===== config.mk =====
export PLATFORM = sky130hd
export DESIGN_NAME = uart_tx_param
export DESIGN_NICKNAME = d
export VERILOG_FILES = /design/src/rtl/uart_pkg.sv /design/src/rtl/uart_tx_fifo.sv /design/src/rtl/uart_tx_param.sv
export SDC_FILE = /design/constraint.sdc
export NUM_CORES = 1
export LEC_CHECK = 0
export CORE_AREA = 3 3 83 85
export DETAILED_ROUTE_END_ITERATION = 8
export DIE_AREA = 0 0 86 88
export PLACE_DENSITY = 0.72
export SYNTH_ARGS = -nofsm -noshare
export SYNTH_HDL_FRONTEND = slang
export SYNTH_SLANG_ARGS = --single-unit

===== constraint.sdc =====
create_clock -name clk -period 3.5 [get_ports clk]
set_input_delay 0.875 -clock clk [delete_from_list [all_inputs] [get_ports clk]]
set_output_delay 0.875 -clock clk [all_outputs]
set_load 0.05 [all_outputs]

===== src/rtl/uart_pkg.sv =====
// Shared definitions for the parametrised UART transmitter: parity-mode
// encodings, the transmit FSM state set and a FIFO level-width helper.
package uart_pkg;

    // Runtime parity selection; 2'b11 is reserved and behaves as "none".
    localparam logic [1:0] PAR_NONE = 2'b00;
    localparam logic [1:0] PAR_EVEN = 2'b01;
    localparam logic [1:0] PAR_ODD  = 2'b10;

    // Transmit FSM states. BREAK and MARK are only reachable when the
    // break feature is compiled in; MARK is the mark-after-break period.
    typedef enum logic [2:0] {
        ST_IDLE   = 3'd0,
        ST_START  = 3'd1,
        ST_DATA   = 3'd2,
        ST_PARITY = 3'd3,
        ST_STOP   = 3'd4,
        ST_BREAK  = 3'd5,
        ST_MARK   = 3'd6
    } uart_state_e;

    // Width needed to hold an occupancy value from 0 to depth inclusive.
    function automatic int level_width(input int depth);
        return $clog2(depth + 1);
    endfunction

endpackage


===== src/rtl/uart_tx_fifo.sv =====
// Synchronous write FIFO for the UART transmitter. A push while full is
// dropped; a push and a pop in the same cycle leave the level unchanged.
// data_o always shows the head entry (valid whenever empty_o is low).
module uart_tx_fifo
    import uart_pkg::*;
#(
    parameter int WIDTH = 8,
    parameter int DEPTH = 4
) (
    input  logic                          clk_i,
    input  logic                          rst_ni,
    input  logic                          push_i,
    input  logic [WIDTH-1:0]              data_i,
    input  logic                          pop_i,
    output logic [WIDTH-1:0]              data_o,
    output logic                          full_o,
    output logic                          empty_o,
    output logic [level_width(DEPTH)-1:0] level_o
);

    localparam int AW = $clog2(DEPTH);
    localparam int LW = level_width(DEPTH);

    logic [WIDTH-1:0] mem_q [DEPTH];
    logic [AW-1:0]    wr_ptr_q;
    logic [AW-1:0]    rd_ptr_q;
    logic [LW-1:0]    count_q;
    logic [LW-1:0]    count_d;
    logic             do_push;
    logic             do_pop;

    assign full_o  = (count_q == LW'(DEPTH));
    assign empty_o = (count_q == '0);
    assign level_o = count_q;
    assign data_o  = mem_q[rd_ptr_q];

    assign do_push = push_i && !full_o;
    assign do_pop  = pop_i && !empty_o;

    // Occupancy moves only when exactly one of push/pop takes effect.
    always_comb begin
        count_d = count_q;
        if (do_push && !do_pop) begin
            count_d = count_q + LW'(1);
        end else if (!do_push && do_pop) begin
            count_d = count_q - LW'(1);
        end
    end

    // Pointers and occupancy; reset flushes the FIFO.
    always_ff @(posedge clk_i) begin
        if (!rst_ni) begin
            wr_ptr_q <= '0;
            rd_ptr_q <= '0;
            count_q  <= '0;
        end else begin
            if (do_push) wr_ptr_q <= wr_ptr_q + AW'(1);
            if (do_pop)  rd_ptr_q <= rd_ptr_q + AW'(1);
            count_q <= count_d;
        end
    end

    // Storage array; contents are don't-care until written.
    always_ff @(posedge clk_i) begin
        if (do_push) mem_q[wr_ptr_q] <= data_i;
    end

endmodule


===== src/rtl/uart_tx_param.sv =====
// Parametrised UART transmitter with a write FIFO and back-to-back framing.
// Optional break generation is compiled in with `define UART_TX_BREAK_EN.
//
// Write handshake: tx_data is accepted on a rising edge where tx_start and
// tx_ready are both high; tx_start with tx_ready low drops the word and
// pulses tx_overflow for one cycle. tx_start need not be held.
//
// All line-side outputs (tx, tx_busy, tx_done) are registered from the FSM
// state, so they trail the state register by one cycle. dbg_state exposes
// the current FSM state for observation.
module uart_tx_param
    import uart_pkg::*;
#(
    parameter int CLKS_PER_BIT = 434,
    parameter int DATA_BITS    = 8,
    parameter int STOP_BITS    = 1,
    parameter int FIFO_DEPTH   = 4
) (
    input  logic                               clk,
    input  logic                               rst,
    input  logic                               tx_start,
    input  logic [DATA_BITS-1:0]               tx_data,
    input  logic [1:0]                         parity_mode,
`ifdef UART_TX_BREAK_EN
    input  logic                               tx_break,
`endif
    output logic                               tx_ready,
    output logic                               tx,
    output logic                               tx_busy,
    output logic                               tx_done,
    output logic [level_width(FIFO_DEPTH)-1:0] tx_level,
    output logic                               tx_overflow,
    output logic [2:0]                         dbg_state
);

    localparam int BAUD_W = $clog2(CLKS_PER_BIT);
    localparam int CNT_W  = 4;
    localparam logic [BAUD_W-1:0] BAUD_LAST = BAUD_W'(CLKS_PER_BIT - 1);
    localparam logic [CNT_W-1:0]  DATA_LAST = CNT_W'(DATA_BITS - 1);
    localparam logic [CNT_W-1:0]  STOP_LAST = CNT_W'(STOP_BITS - 1);

    uart_state_e            state_q, state_d;
    logic [BAUD_W-1:0]      baud_q, baud_d;
    logic [CNT_W-1:0]       bit_q, bit_d;
    logic [DATA_BITS-1:0]   shift_q, shift_d;
    logic [1:0]             mode_q, mode_d;
    logic                   par_bit_q, par_bit_d;
    logic                   tx_q, busy_q, done_q, ovf_q;

    logic                   tx_next;
    logic                   baud_end;
    logic                   frame_end;
    logic                   has_parity;
    logic                   load;
    logic                   brk;

    logic [DATA_BITS-1:0]   fifo_rd;
    logic                   fifo_full;
    logic                   fifo_empty;

`ifdef UART_TX_BREAK_EN
    assign brk = tx_break;
`else
    assign brk = 1'b0;
`endif

    uart_tx_fifo #(
        .WIDTH (DATA_BITS),
        .DEPTH (FIFO_DEPTH)
    ) u_fifo (
        .clk_i   (clk),
        .rst_ni  (rst),
        .push_i  (tx_start),
        .data_i  (tx_data),
        .pop_i   (load),
        .data_o  (fifo_rd),
        .full_o  (fifo_full),
        .empty_o (fifo_empty),
        .level_o (tx_level)
    );

    assign baud_end   = (baud_q == BAUD_LAST);
    assign has_parity = (mode_q == PAR_EVEN) || (mode_q == PAR_ODD);
    assign frame_end  = (state_q == ST_STOP) && baud_end && (bit_q == STOP_LAST);

    assign tx_ready    = !fifo_full;
    assign tx          = tx_q;
    assign tx_busy     = busy_q;
    assign tx_done     = done_q;
    assign tx_overflow = ovf_q;
    assign dbg_state   = state_q;

    // Next-state logic: bit sequencing, baud reload and FIFO pops.
    always_comb begin
        state_d   = state_q;
        baud_d    = baud_q;
        bit_d     = bit_q;
        shift_d   = shift_q;
        mode_d    = mode_q;
        par_bit_d = par_bit_q;
        load      = 1'b0;

        // Baud counter free-runs within a bit and reloads on each boundary.
        if (state_q != ST_IDLE && state_q != ST_BREAK) begin
            baud_d = baud_end ? '0 : baud_q + BAUD_W'(1);
        end

        case (state_q)
            ST_IDLE: begin
                if (brk) begin
                    state_d = ST_BREAK;
                end else if (!fifo_empty) begin
                    load = 1'b1;
                end
            end
            ST_START: begin
                if (baud_end) begin
                    state_d = ST_DATA;
                    bit_d   = '0;
                end
            end
            ST_DATA: begin
                if (baud_end) begin
                    shift_d = shift_q >> 1;
                    if (bit_q == DATA_LAST) begin
                        bit_d   = '0;
                        state_d = has_parity ? ST_PARITY : ST_STOP;
                    end else begin
                        bit_d = bit_q + CNT_W'(1);
                    end
                end
            end
            ST_PARITY: begin
                if (baud_end) begin
                    state_d = ST_STOP;
                    bit_d   = '0;
                end
            end
            ST_STOP: begin
                if (baud_end) begin
                    if (bit_q == STOP_LAST) begin
                        bit_d = '0;
                        if (brk) begin
                            state_d = ST_BREAK;
                        end else if (!fifo_empty) begin
                            load = 1'b1;
                        end else begin
                            state_d = ST_IDLE;
                        end
                    end else begin
                        bit_d = bit_q + CNT_W'(1);
                    end
                end
            end
`ifdef UART_TX_BREAK_EN
            ST_BREAK: begin
                if (!brk) state_d = ST_MARK;
            end
            ST_MARK: begin
                if (baud_end) begin
                    if (brk) begin
                        state_d = ST_BREAK;
                    end else if (!fifo_empty) begin
                        load = 1'b1;
                    end else begin
                        state_d = ST_IDLE;
                    end
                end
            end
`endif
            default: begin
                state_d = ST_IDLE;
                baud_d  = '0;
            end
        endcase

        // Popping the FIFO always starts a fresh frame with the current mode.
        if (load) begin
            state_d   = ST_START;
            baud_d    = '0;
            bit_d     = '0;
            shift_d   = fifo_rd;
            mode_d    = parity_mode;
            par_bit_d = (^fifo_rd) ^ (parity_mode == PAR_ODD);
        end
    end

    // Line level driven for the current state.
    always_comb begin
        tx_next = 1'b1;
        case (state_q)
            ST_START:  tx_next = 1'b0;
            ST_DATA:   tx_next = shift_q[0];
            ST_PARITY: tx_next = par_bit_q;
            ST_BREAK:  tx_next = 1'b0;
            default:   tx_next = 1'b1;
        endcase
    end

    // FSM and datapath registers.
    always_ff @(posedge clk) begin
        if (!rst) begin
            state_q   <= ST_IDLE;
            baud_q    <= '0;
            bit_q     <= '0;
            shift_q   <= '0;
            mode_q    <= PAR_NONE;
            par_bit_q <= 1'b0;
        end else begin
            state_q   <= state_d;
            baud_q    <= baud_d;
            bit_q     <= bit_d;
            shift_q   <= shift_d;
            mode_q    <= mode_d;
            par_bit_q <= par_bit_d;
        end
    end

    // Registered outputs; reset forces the line idle and cancels pulses.
    always_ff @(posedge clk) begin
        if (!rst) begin
            tx_q   <= 1'b1;
            busy_q <= 1'b0;
            done_q <= 1'b0;
            ovf_q  <= 1'b0;
        end else begin
            tx_q   <= tx_next;
            busy_q <= (state_q != ST_IDLE);
            done_q <= frame_end;
            ovf_q  <= tx_start && fifo_full;
        end
    end

endmodule


==> flow_summary.yaml <==
final_layout:
  antennaDiodeCount: 0
  instances_no_fill: 393
  nets: 334
  drive_gt1_share_pct: 9.18
  fin_area_um2: 3780
  final_common_cell: "dfxtp_1"
  syn_to_final_growth_pct: 14.4
  fin_util_pct: 60.2
  final_cell_mix: "dfxtp_1 (40), edfxtp_1 (32), clkdlybuf4s50_1 (23)"
route:
  avgRoutedWirePerCell_um: 14.7
  drc: 0
  ant_nets: 0
  drt_wl_total_um: 5770
  drtIter0Drc: 116
  routed_via_density: 5.44
  vias: 2139
  drt-pass1-iter-count: 4
floorplanning:
  die_y_um: 88
  initial_core_util_pct: 52.6
  core_um2: 6280
  die-area_um2: 7570
  io_pins: 24
  die_x_um: 86
  rows: 29
setup_path:
  r2r-start: "baud_q[1]"
  startpoint_type: "register"
  criticalPathCategory: "reg -> out"
  worstReg2RegEnd: "u_fifo.level_o[2]"
  endpoint_kind: "output port"
  crit_required_ns: 2.62
  worst-r2r-setup-slack_ns: 0.75
  crit_fanout: 8
  reg2reg_depth: 12
  crit_arrival_ns: 1.92
cts:
  cts_hold_buf: 0
  cts-resized-gates: 0
  cts_sinks: 72
  cts_tree: "built"
  clk-insertion-delay-late_ns: 0.34
  clk_pin_slew_worst_paths_ns: 0.07
  cts_max_path_buffers: 2
  cts_buffers: 9
  cts_setup_buffers: 0
  cts-htree-levels: 3
  clockRootBuffer: "clkbuf_8"
synth:
  synth_top_family_by_area: "simple AND/OR/NAND/NOR gates"
  synth_xor_area_share_pct: 5.95
  ys_warn_count: 0
  syn_nets: 310
  synthMuxAreaShare_pct: 7.17
  avgSynthCellArea_um2: 11.5
  async_flop_share_pct: 0
  syn-cell-area_um2: 3300
  syn_inst: 287
  ys_types: 54
  synth_fa_ha_area_share_pct: 4.02
  synth_edf_count: 32
  ys_seq_elements: 72
  synth_compound_area_share_pct: 10.0
  yosys.area_share.simple_pct: 15.9
  synth-seq-area-share_pct: 53.4
  synth_top_flop_cell: "dfxtp_1"
min_path:
  min_path_cells: 2
  hold_start: "shift_q[0]"
  hold_path.class: "reg -> reg"
  hold_end: "shift_q[0]"
power_and_ir_drop:
  power_mw: 2.59
  power_frac_clock_pct: 25.0
  pwr_density_cell_nw_per_um2: 687
  seqPwrFrac_pct: 42.3
  power_switching_mw: 0.852
  vdd_drop_max_mv: 0.357
  switching_share_pct: 32.8
  p_comb_share_pct: 32.7
  p_leak_nw: 1.30
  cellInternalPower_mw: 1.74
run_status:
  status: "completed"
timing:
  fin_crit_sh_pct: 79.8
  final-hold-violation-count: 0
  max_freq_ghz: 0.358
  max_slew.worst_pin.slew_ns: 0.515
  rsz0062_at_grt: "false"
  period_needed_ns: 2.79
  finClkSkew_ns: 0.00466
  setup-violations-final: 0
  drv_slew: 0
  slew_headroom_pct: 65.6
  finalSetupTns_ns: 0
grt:
  grt_pass1_vias: 2049
  grt_pass1_wl_um: 9680
  antenna_found_initial: 0
  grt_start_max_net_pins: 27
  overflow: 0
  grt_use_total_pct: 16.9
place:
  place_congestion: 0.822
  placedCellCount: 377
  dpl.hpwl_um: 4020
  io_buffers: 23
  placed_area_um2: 3580
flow_run:
  maxCapViolations: 0
-- cell type report --
class / count / area (µm²)
multi-input cells: 191 / 1420
well taps: 77 / 96.3
clock buffers: 11 / 141
inverters: 10 / 40.0
flip-flops and latches: 72 / 1760
fillers: 541 / 2500
clock inverters: 5 / 56.3
repair buffers: 27 / 260
-- worst max-delay path, stage by stage, from the launching register on --
cell and delay (ns):
dfxtp_1 0.47, nor2_1 0.08, nand2_1 0.18, clkdlybuf4s50_1 0.84
-- kinds of logic after synthesis --
kind of cell / Yosys count
compound gates: 48
fa+ha+maj: 10
buf+inv: 24
simple gates: 101
flops: 72
xor+xnor: 20
mux: 12
-- stage by stage --
step                worst slack [ns]  hold slack (ns)
floorplan                      0.668            0.447
finish                         0.706            0.476
detailed placement             0.510            0.464
global placement               0.589            0.456
global route                   0.583            0.495
CTS                            0.684            0.474
-- state kept, by name, indices dropped and copies added (netlist names), named ones only --
| signal | count |
|---|---|
| u_fifo.rd_ptr_q | 2 |
| shift_q | 8 |
| tx_done | 1 |
| par_bit_q | 1 |
| tx_overflow | 1 |
| bit_q | 4 |
| u_fifo.level_o | 3 |
| tx_busy | 1 |
| mode_q | 2 |
| tx | 1 |
| dbg_state | 3 |
| u_fifo.wr_ptr_q | 2 |
| u_fifo.mem_q | 32 |
| baud_q | 9 |
-- power groups by stage --
stage	combinational, mW	sequential, mW	clock (mW)
detailed placement	0.857	1.12	0
global route	0.938	1.12	0.698
floorplan	0.634	1.16	0
finish	0.848	1.10	0.648
global placement	0.841	1.11	0
CTS	0.859	1.10	0.663
-- worst max-delay path by stage --
stage	cells past startpoint	start	slack [ns]	end
after global routing	3	u_fifo.level_o[0]	0.58	tx_ready
after global placement	8	tx_start	0.59	u_fifo.level_o[2]
final	3	u_fifo.level_o[0]	0.71	tx_ready
after CTS	3	u_fifo.level_o[0]	0.68	tx_ready
after floorplan	13	dbg_state[0]	0.67	u_fifo.level_o[2]
after detailed placement	8	tx_start	0.51	u_fifo.level_o[2]
-- metal layers --
metal  vias up  routed length [µm]  GRT usage [%]
met5         -                   0              0
met4         0                 131           8.20
met3        11                 195           3.76
met2        33                2760           27.7
met1      1006                2680           21.2
li1       1089                   -              -
-- Yosys cell counts, types with 7 or more instances --
master | number | share of area (%)
inv_1 | 9 | 1.0
a21boi_0 | 14 | 3.2
nand2_1 | 22 | 2.5
xnor2_1 | 10 | 2.7
o21ai_0 | 8 | 1.2
xor2_1 | 8 | 2.1
a21oi_1 | 7 | 1.1
nand3_1 | 15 | 2.3
clkbuf_1 | 7 | 0.80
and2_1 | 10 | 1.9
a22oi_1 | 7 | 1.6
nor2_1 | 21 | 2.4
ha_1 | 9 | 3.4
dfxtp_1 | 40 | 24
edfxtp_1 | 32 | 29
Note: power is estimated with default switching activity, not from simulation.
